File: config.mk
export PLATFORM = sky130hd
export DESIGN_NAME = encoder
export DESIGN_NICKNAME = d
export VERILOG_FILES = /design/src/rtl/encoder.sv
export SDC_FILE = /design/constraint.sdc
export NUM_CORES = 1
export LEC_CHECK = 0
export ABC_AREA = 1
export CORE_AREA = 3 3 40 42
export CTS_CLUSTER_DIAMETER = 80
export CTS_CLUSTER_SIZE = 24
export DETAILED_ROUTE_END_ITERATION = 16
export DIE_AREA = 0 0 43 45
export PLACE_DENSITY = 0.33
export SLEW_MARGIN = 20
export SYNTH_ARGS = -nofsm -noshare
export SYNTH_HDL_FRONTEND = slang
export SYNTH_SLANG_ARGS = --single-unit
export TNS_END_PERCENT = 30
File: constraint.sdc
create_clock -name clk -period 0.86 [get_ports clk]
set_input_delay 0.215 -clock clk [delete_from_list [all_inputs] [get_ports clk]]
set_output_delay 0.215 -clock clk [all_outputs]
set_load 0.01 [all_outputs]
File: src/rtl/encoder.sv
// Registered 4-to-2 priority encoder with valid and multi-hot flags.
// Four request lines are reduced to the 2-bit index of the winning line;
// the winner is the highest or lowest active index depending on
// PRIORITY_HIGH. All outputs come straight from flops, one cycle after
// the inputs are sampled.
module encoder #(
  parameter bit PRIORITY_HIGH = 1'b1,  // 1: highest active index wins, 0: lowest
  parameter bit HOLD_ON_IDLE  = 1'b0   // 1: code keeps last value when idle, 0: code -> 00
) (
  input  logic clk,
  input  logic rst,
  input  logic d3,
  input  logic d2,
  input  logic d1,
  input  logic d0,
  output logic y1,
  output logic y0,
  output logic valid,
  output logic multi
);

  logic [3:0] req;
  logic [1:0] code_d;
  logic [1:0] code_q;
  logic       valid_d;
  logic       multi_d;
  logic       valid_q;
  logic       multi_q;

  assign req = {d3, d2, d1, d0};

  // Next-state: pick the winning index and derive the flags from the raw requests.
  always_comb begin
    // NOTE: every signal assigned here gets a default first so no path
    // leaves it unassigned, which would otherwise infer a latch.
    code_d  = 2'b00;
    valid_d = |req;
    // Clearing the lowest set bit leaves something only if two or more bits were set.
    multi_d = |(req & (req - 4'd1));

    if (req == 4'b0000) begin
      code_d = HOLD_ON_IDLE ? code_q : 2'b00;
    end else if (PRIORITY_HIGH) begin
      if      (req[3]) code_d = 2'd3;
      else if (req[2]) code_d = 2'd2;
      else if (req[1]) code_d = 2'd1;
      else             code_d = 2'd0;
    end else begin
      if      (req[0]) code_d = 2'd0;
      else if (req[1]) code_d = 2'd1;
      else if (req[2]) code_d = 2'd2;
      else             code_d = 2'd3;
    end
  end

  // Output registers; reset clears everything at once, including a held code.
  always_ff @(posedge clk or posedge rst) begin
    // NOTE: sequential state uses non-blocking assignments so every flop
    // samples the pre-edge values regardless of statement order.
    if (rst) begin
      code_q  <= 2'b00;
      valid_q <= 1'b0;
      multi_q <= 1'b0;
    end else begin
      code_q  <= code_d;
      valid_q <= valid_d;
      multi_q <= multi_d;
    end
  end

  assign y1    = code_q[1];
  assign y0    = code_q[0];
  assign valid = valid_q;
  assign multi = multi_q;

endmodule

==> key figures, run 1 <==
Outcome
  • Status: finished, violations left
  • Violated checks: setup timing

Drt
  • WL final: 294 um
  • Detailed Routing Iterations Pass 1: 2
  • Post-route ant nets: 0
  • WL/cell: 6.68 um
  • Vias per inst: 3.05
  • Drt drc: 0
  • Initial DRC count: 2
  • Vias after detailed routing: 134

Clock tree
  • Clk buf depth: 2
  • H-Tree Depth: 1
  • Reg clk slew, reported paths: 0.04 ns
  • Number of setup buffers added after CTS: 0
  • CTS tree: yes
  • Clock sink count: 4
  • Clock root buffer: clkbuf_4
  • CTS Buf Count: 3

Final layout
  • Syn-to-layout area delta: 77.4%
  • Most common cell after layout, fill and taps aside: nand2_1
  • Commonest non-fill, non-tap cells in the layout: 6 x nand2_1, 5 x clkdlybuf4s50_1, 4 x inv_1, 4 x dfrtp_1
  • Net count, final: 37
  • Antenna Cells: 0
  • Design area: 275 um^2
  • Fraction of layout instances using a drive strength above 1: 31.0%
  • Filler Cell Count: 148

GRT
  • Global route overflow: 0
  • GRT met2 Usage: 4.19%
  • Met3 usage: 3.19%
  • Grt met1 use: 4.89%
  • Initial antenna violation count: 0
  • GRT Total Usage: 4.77%
  • First-pass GRT wire length: 558 um
  • Vias in the first global route: 147
  • Largest net degree at the start of global routing: 5
  • GR peak layer: met4

Synthesis
  • Post-Syn Area: 155 um^2
  • Synth top area share: 64.5%
  • Synth warnings: 0
  • Sequential fraction of the synthesis area: 64.5%
  • Avg Inst Size Synth: 9.13 um^2
  • Syn_nets: 23
  • Area contributors post-synth: dfrtp_1 65%, nand2_1 15%, inv_1 9.7%
  • Distinct cells, synth: 6
  • Post-synth top area cell: dfrtp_1
  • Post-Syn Instances: 17
  • Register bit count reported by yosys: 4

Timing
  • RSZ-0062 raised after global routing: yes
  • Setup_tns: -0.242 ns
  • Hold_ws: 0.164 ns
  • Period minus WS final: 0.922 ns
  • Worst slew margin: 90.9%
  • Highest Clock Rate: 1080 MHz
  • Slew Limit Fails: 0
  • Hold Fails Final Rpt: 0
  • Setup ws final: -0.0621 ns
  • Least-Margin Pin Slew: 0.135 ns
  • Final setup violation count: 4
  • Crit share post-route: 107%

Floorplan
  • Io pins: 10
  • Cell Rows: 13
  • Die footprint: 0.00194 mm^2
  • Core Box Area: 0.00128 mm^2
  • Initial Util: 12.1%
  • Die width: 43 um
  • Die Y: 45 um

Placement
  • Port Buffers: 9
  • DP Area: 264 um^2
  • Worst slack, placed: -0.234 ns
  • Final GP Congestion: 0.599

Setup path
  • WP buf/inv: 1
  • Slowest stage delay, CP: 0.36 ns
  • Setup crit end kind: primary output
  • Worst Setup EP: y0
  • Worst path arrival time: 0.71 ns
  • Crit path max fanout: 1
  • Dominant delay contributor by cell family on the critical path: flip-flops
  • CP Data Required Time: 0.64 ns
  • Worst path depth: 1
  • Crit path cell chain: buf_6
  • CP Class: reg -> out
  • Crit-path slowest cell: dfrtp_1
  • Critical Path Start: code_q[0]
  • CP startpoint kind: flop

Power
  • Pwr Total: 0.496 mW
  • Worst VDD drop: 321 uV
  • Pwr/cell area: 1800 mW/mm^2
  • P_leak: 0.127 nW

Hold path
  • Path type of the worst min-delay path: in -> async

Job
  • Max Cap Viol: 0
==> registers in the layout (all words and copies together) (netlist names) <==
signal	count
multi	1
valid	1
code_q	2
==> synthesized netlist by cell type <==
master / number
dfrtp_1: 4
inv_1: 4
nand2_1: 6
nor2_1: 1
nor2_2: 1
o21bai_1: 1
==> final cells by class <==
cell class                 instances  area [um^2]  area share (%)
clock buffer                       3         22.5            8.18
tap                               15         18.8            6.82
timing repair buffer               9         76.3            27.7
sequential                         4          100            36.4
multi-input combinational          9         42.5            15.5
inverter                           4         15.0            5.45
==> timing repair <==
action,4_1_cts,5_1_grt
setup endpoints to repair,4,5
hold buffers,0,0
endpoints found under the hold margin,0,0
gates resized for setup,16,2
==> routing by layer <==
layer,up-vias,wire length [um]
met5,-,0
met4,0,0
met3,0,71
met2,10,101
met1,51,121
li1,73,-
==> power breakdown <==
| group | switching (mW) | internal (mW) | total, mW |
|---|---|---|---|
| clock | 0.0705 | 0.156 | 0.226 |
| combinational | 0.0298 | 0.0382 | 0.0680 |
| sequential | 0.00248 | 0.200 | 0.202 |
| total | 0.103 | 0.393 | 0.496 |
==> kinds of logic (layout without fill, tap and decap cells) <==
logic type / count (synthesis) / count (layout) / synth area share [%]
compound gates: 1 / 1 / 4.84
buf+inv: 4 / 16 / 9.67
flops: 4 / 4 / 64.5
simple gates: 8 / 8 / 21.0
==> per-stage QoR <==
stage	utilization (%)	std cells
2_1_floorplan	-	17
3_3_place_gp	20.5	41
3_5_place_dp	20.5	41
4_1_cts	20.7	44
5_1_grt	21.4	44
6_report	21.4	44
==> how the worst min path moves through the flow <==
stage	endpoint	depth (start not counted)	slack, ns	startpoint
floorplan	code_q[0]	1	-0.02	rst
global placement	code_q[0]	2	0.41	rst
detailed placement	code_q[0]	2	0.41	rst
CTS	valid	2	0.16	rst
global route	multi	2	0.19	rst
finish	valid	2	0.16	rst
Power figures use the tool's default switching activity.
==> run 2, diff against run 1 <==
--- a/config.mk
+++ b/config.mk
@@ -7,7 +7,6 @@
 export LEC_CHECK = 0
 export ABC_AREA = 1
 export CORE_AREA = 3 3 40 42
-export CTS_CLUSTER_DIAMETER = 80
 export CTS_CLUSTER_SIZE = 24
 export DETAILED_ROUTE_END_ITERATION = 16
 export DIE_AREA = 0 0 43 45
==> results of run 2 <==
No change in the layout: final DEF, timing and power equal those of run 1.
==> run 3, diff against run 2 <==
--- a/config.mk
+++ b/config.mk
@@ -5,12 +5,12 @@
 export SDC_FILE = /design/constraint.sdc
 export NUM_CORES = 1
 export LEC_CHECK = 0
-export ABC_AREA = 1
 export CORE_AREA = 3 3 40 42
 export CTS_CLUSTER_SIZE = 24
 export DETAILED_ROUTE_END_ITERATION = 16
 export DIE_AREA = 0 0 43 45
-export PLACE_DENSITY = 0.33
+export GPL_ROUTABILITY_DRIVEN = 0
+export PLACE_DENSITY = 0.32
 export SLEW_MARGIN = 20
 export SYNTH_ARGS = -nofsm -noshare
 export SYNTH_HDL_FRONTEND = slang
==> run 3 against run 2 <==
Against the previous run:
- the flow still finishes with violations (setup timing)
- sequential share of layout area down 2.0 points
- first-iteration DRC count fell by 100%
- core utilization up 1.3 points
- fmax down 0.79%
- via count up 9.0%
- synthesized area decreased by 5.6%
- cell area rose by 5.9%
- sequential cell count unchanged
- critical path type unchanged
- largest cell class unchanged
- highest routed layer is now met4
==> key figures, run 3 <==
Final layout
  • Syn-to-layout area delta: 99.1%
  • Commonest non-fill, non-tap cells in the layout: 4 x dfrtp_1, 4 x buf_2, 4 x buf_4
  • Antenna Cells: 0
  • Net count, final: 36
  • Largest reg by FF count: code_q
  • Core occupancy in the finished layout: 22.7%
  • Design area: 292 um^2
  • Max FFs per register: 2
  • Final Instance Count excl. Fillers: 43
  • Fraction of layout instances using a drive strength above 1: 42.9%

Setup path
  • WP buf/inv: 1
  • Crit path max fanout: 1
  • Setup crit end kind: primary output
  • Crit-path slowest cell: dfrtp_1
  • CP startpoint kind: flop
  • Crit path cell chain: buf_2
  • Slowest stage delay, CP: 0.35 ns
  • Dominant delay contributor by cell family on the critical path: flip-flops
  • CP Class: reg -> out
  • Worst path arrival time: 0.71 ns
  • CP Data Required Time: 0.64 ns

GRT
  • Largest net degree at the start of global routing: 5
  • Initial antenna violation count: 0
  • GRT Total Usage: 4.60%
  • Vias in the first global route: 146
  • Global route overflow: 0
  • First-pass GRT wire length: 531 um

Synthesis
  • Synth top area share: 68.4%
  • Number of synthesized flops with an enable pin: 0
  • Area contributors post-synth: dfrtp_1 68%, a211oi_1 10%, a21o_1 5.1%
  • Register bit count reported by yosys: 4
  • Synth Flop Type: dfrtp_1
  • Post-synth ARST share: 100%
  • Sequential fraction of the synthesis area: 68.4%
  • Post-synth top area cell: dfrtp_1
  • Top-count cell post-synth: dfrtp_1
  • Syn_nets: 18
  • Distinct cells, synth: 7
  • Avg Inst Size Synth: 12.2 um^2
  • Post-Syn Instances: 12
  • Most frequent cells after synthesis: 4 x dfrtp_1, 2 x a211oi_1, 2 x inv_1
  • Synth warnings: 0
  • Post-Syn Area: 146 um^2

Power
  • Pwr/cell area: 1710 mW/mm^2
  • P_leak: 0.132 nW
  • Worst VDD drop: 366 uV

Placement
  • DP HPWL: 229 um
  • DP Area: 278 um^2
  • Post-Place Cells: 39
  • Port Buffers: 9

Drt
  • Post-route ant nets: 0
  • Detailed Routing Iterations Pass 1: 1
  • WL final: 335 um
  • Drt drc: 0
  • WL/cell: 7.79 um
  • Vias per inst: 3.40
  • Initial DRC count: 0
  • Vias after detailed routing: 146

Clock tree
  • Hold Buf Count CTS: 0
  • H-Tree Depth: 1
  • CTS Buf Count: 3
  • CTS tree: yes
  • Reg clk slew, reported paths: 0.04 ns
  • Clock sink count: 4
  • Clock root buffer: clkbuf_4
  • Clk buf depth: 2

Outcome
  • Status: finished, violations left
  • Violated checks: setup timing

Timing
  • Hold_ws: 0.170 ns
  • Period minus WS final: 0.929 ns
  • Highest Clock Rate: 1080 MHz
  • Final setup violation count: 5
  • Crit share post-route: 108%
  • Worst slew margin: 86.5%
  • Least-Margin Pin Slew: 0.202 ns
  • Setup ws final: -0.0695 ns
  • Slew Limit Fails: 0
  • Hold Fails Final Rpt: 0
  • RSZ-0062 raised after global routing: yes

Floorplan
  • Cell Rows: 13
  • Die footprint: 0.00194 mm^2
  • Die Y: 45 um
  • Die width: 43 um
  • Io pins: 10
  • Core Box Area: 0.00128 mm^2
  • Initial Util: 11.4%

Hold path
  • Path type of the worst min-delay path: in -> async

Job
  • Max Cap Viol: 0
run 3: final timing paths:
kind / startpoint / to / depth (start not counted)
worst max-delay path: code_q[1] / y1 / 1
worst min-delay path: rst / multi / 2
max in group asynchronous: rst / valid / 2
min in group clk: d3 / code_q[0] / 3
run 3: cell families after synthesis:
| kind of cell | Yosys count | share of synthesized area, % |
|---|---|---|
| AO/OA/AOI/OAI | 3 | 15.4 |
| flip-flops | 4 | 68.4 |
| AND/OR/NAND/NOR | 3 | 11.1 |
| buffers and inverters | 2 | 5.13 |
run 3: per-stage QoR:
| step | setup TNS (ns) | power (mW) | setup WS [ns] |
|---|---|---|---|
| after detailed placement | -2.00 | 0.285 | -0.457 |
| final | -0.268 | 0.499 | -0.0695 |
| after CTS | -0.304 | 0.513 | -0.0794 |
| after floorplan | 0 | 0.224 | 0.0110 |
| after global placement | -1.97 | 0.284 | -0.453 |
| after global routing | -0.382 | 0.527 | -0.0903 |
run 3: layer usage:
layer  wire length [um]  GRT usage, %
met5                  0             0
met3                 65          3.19
met4                 22          9.04
met2                121          3.59
met1                126          4.89
run 3: final cells by class:
cell class	count	area [um^2]
Clock buffer	3	22.5
Fill cell	142	993
Inverter	2	7.51
Multi-Input combinational cell	6	43.8
Sequential cell	4	100
Tap cell	15	18.8
Timing Repair Buffer	13	98.8
run 3: repair_timing:
action / 4_1_cts / 5_1_grt
pin swaps: 2 / 1
resized for setup: 21 / 1
buffers inserted: 1 / 0
endpoints found under the setup margin: 7 / 6
endpoints found under the hold margin: 0 / 0
run 3: power by group:
group,leakage [nW],switching (mW),internal [mW]
Combinational,0.0768,0.0306,0.0420
Sequential,0.0412,0.00197,0.200
Clock,0.0138,0.0692,0.156
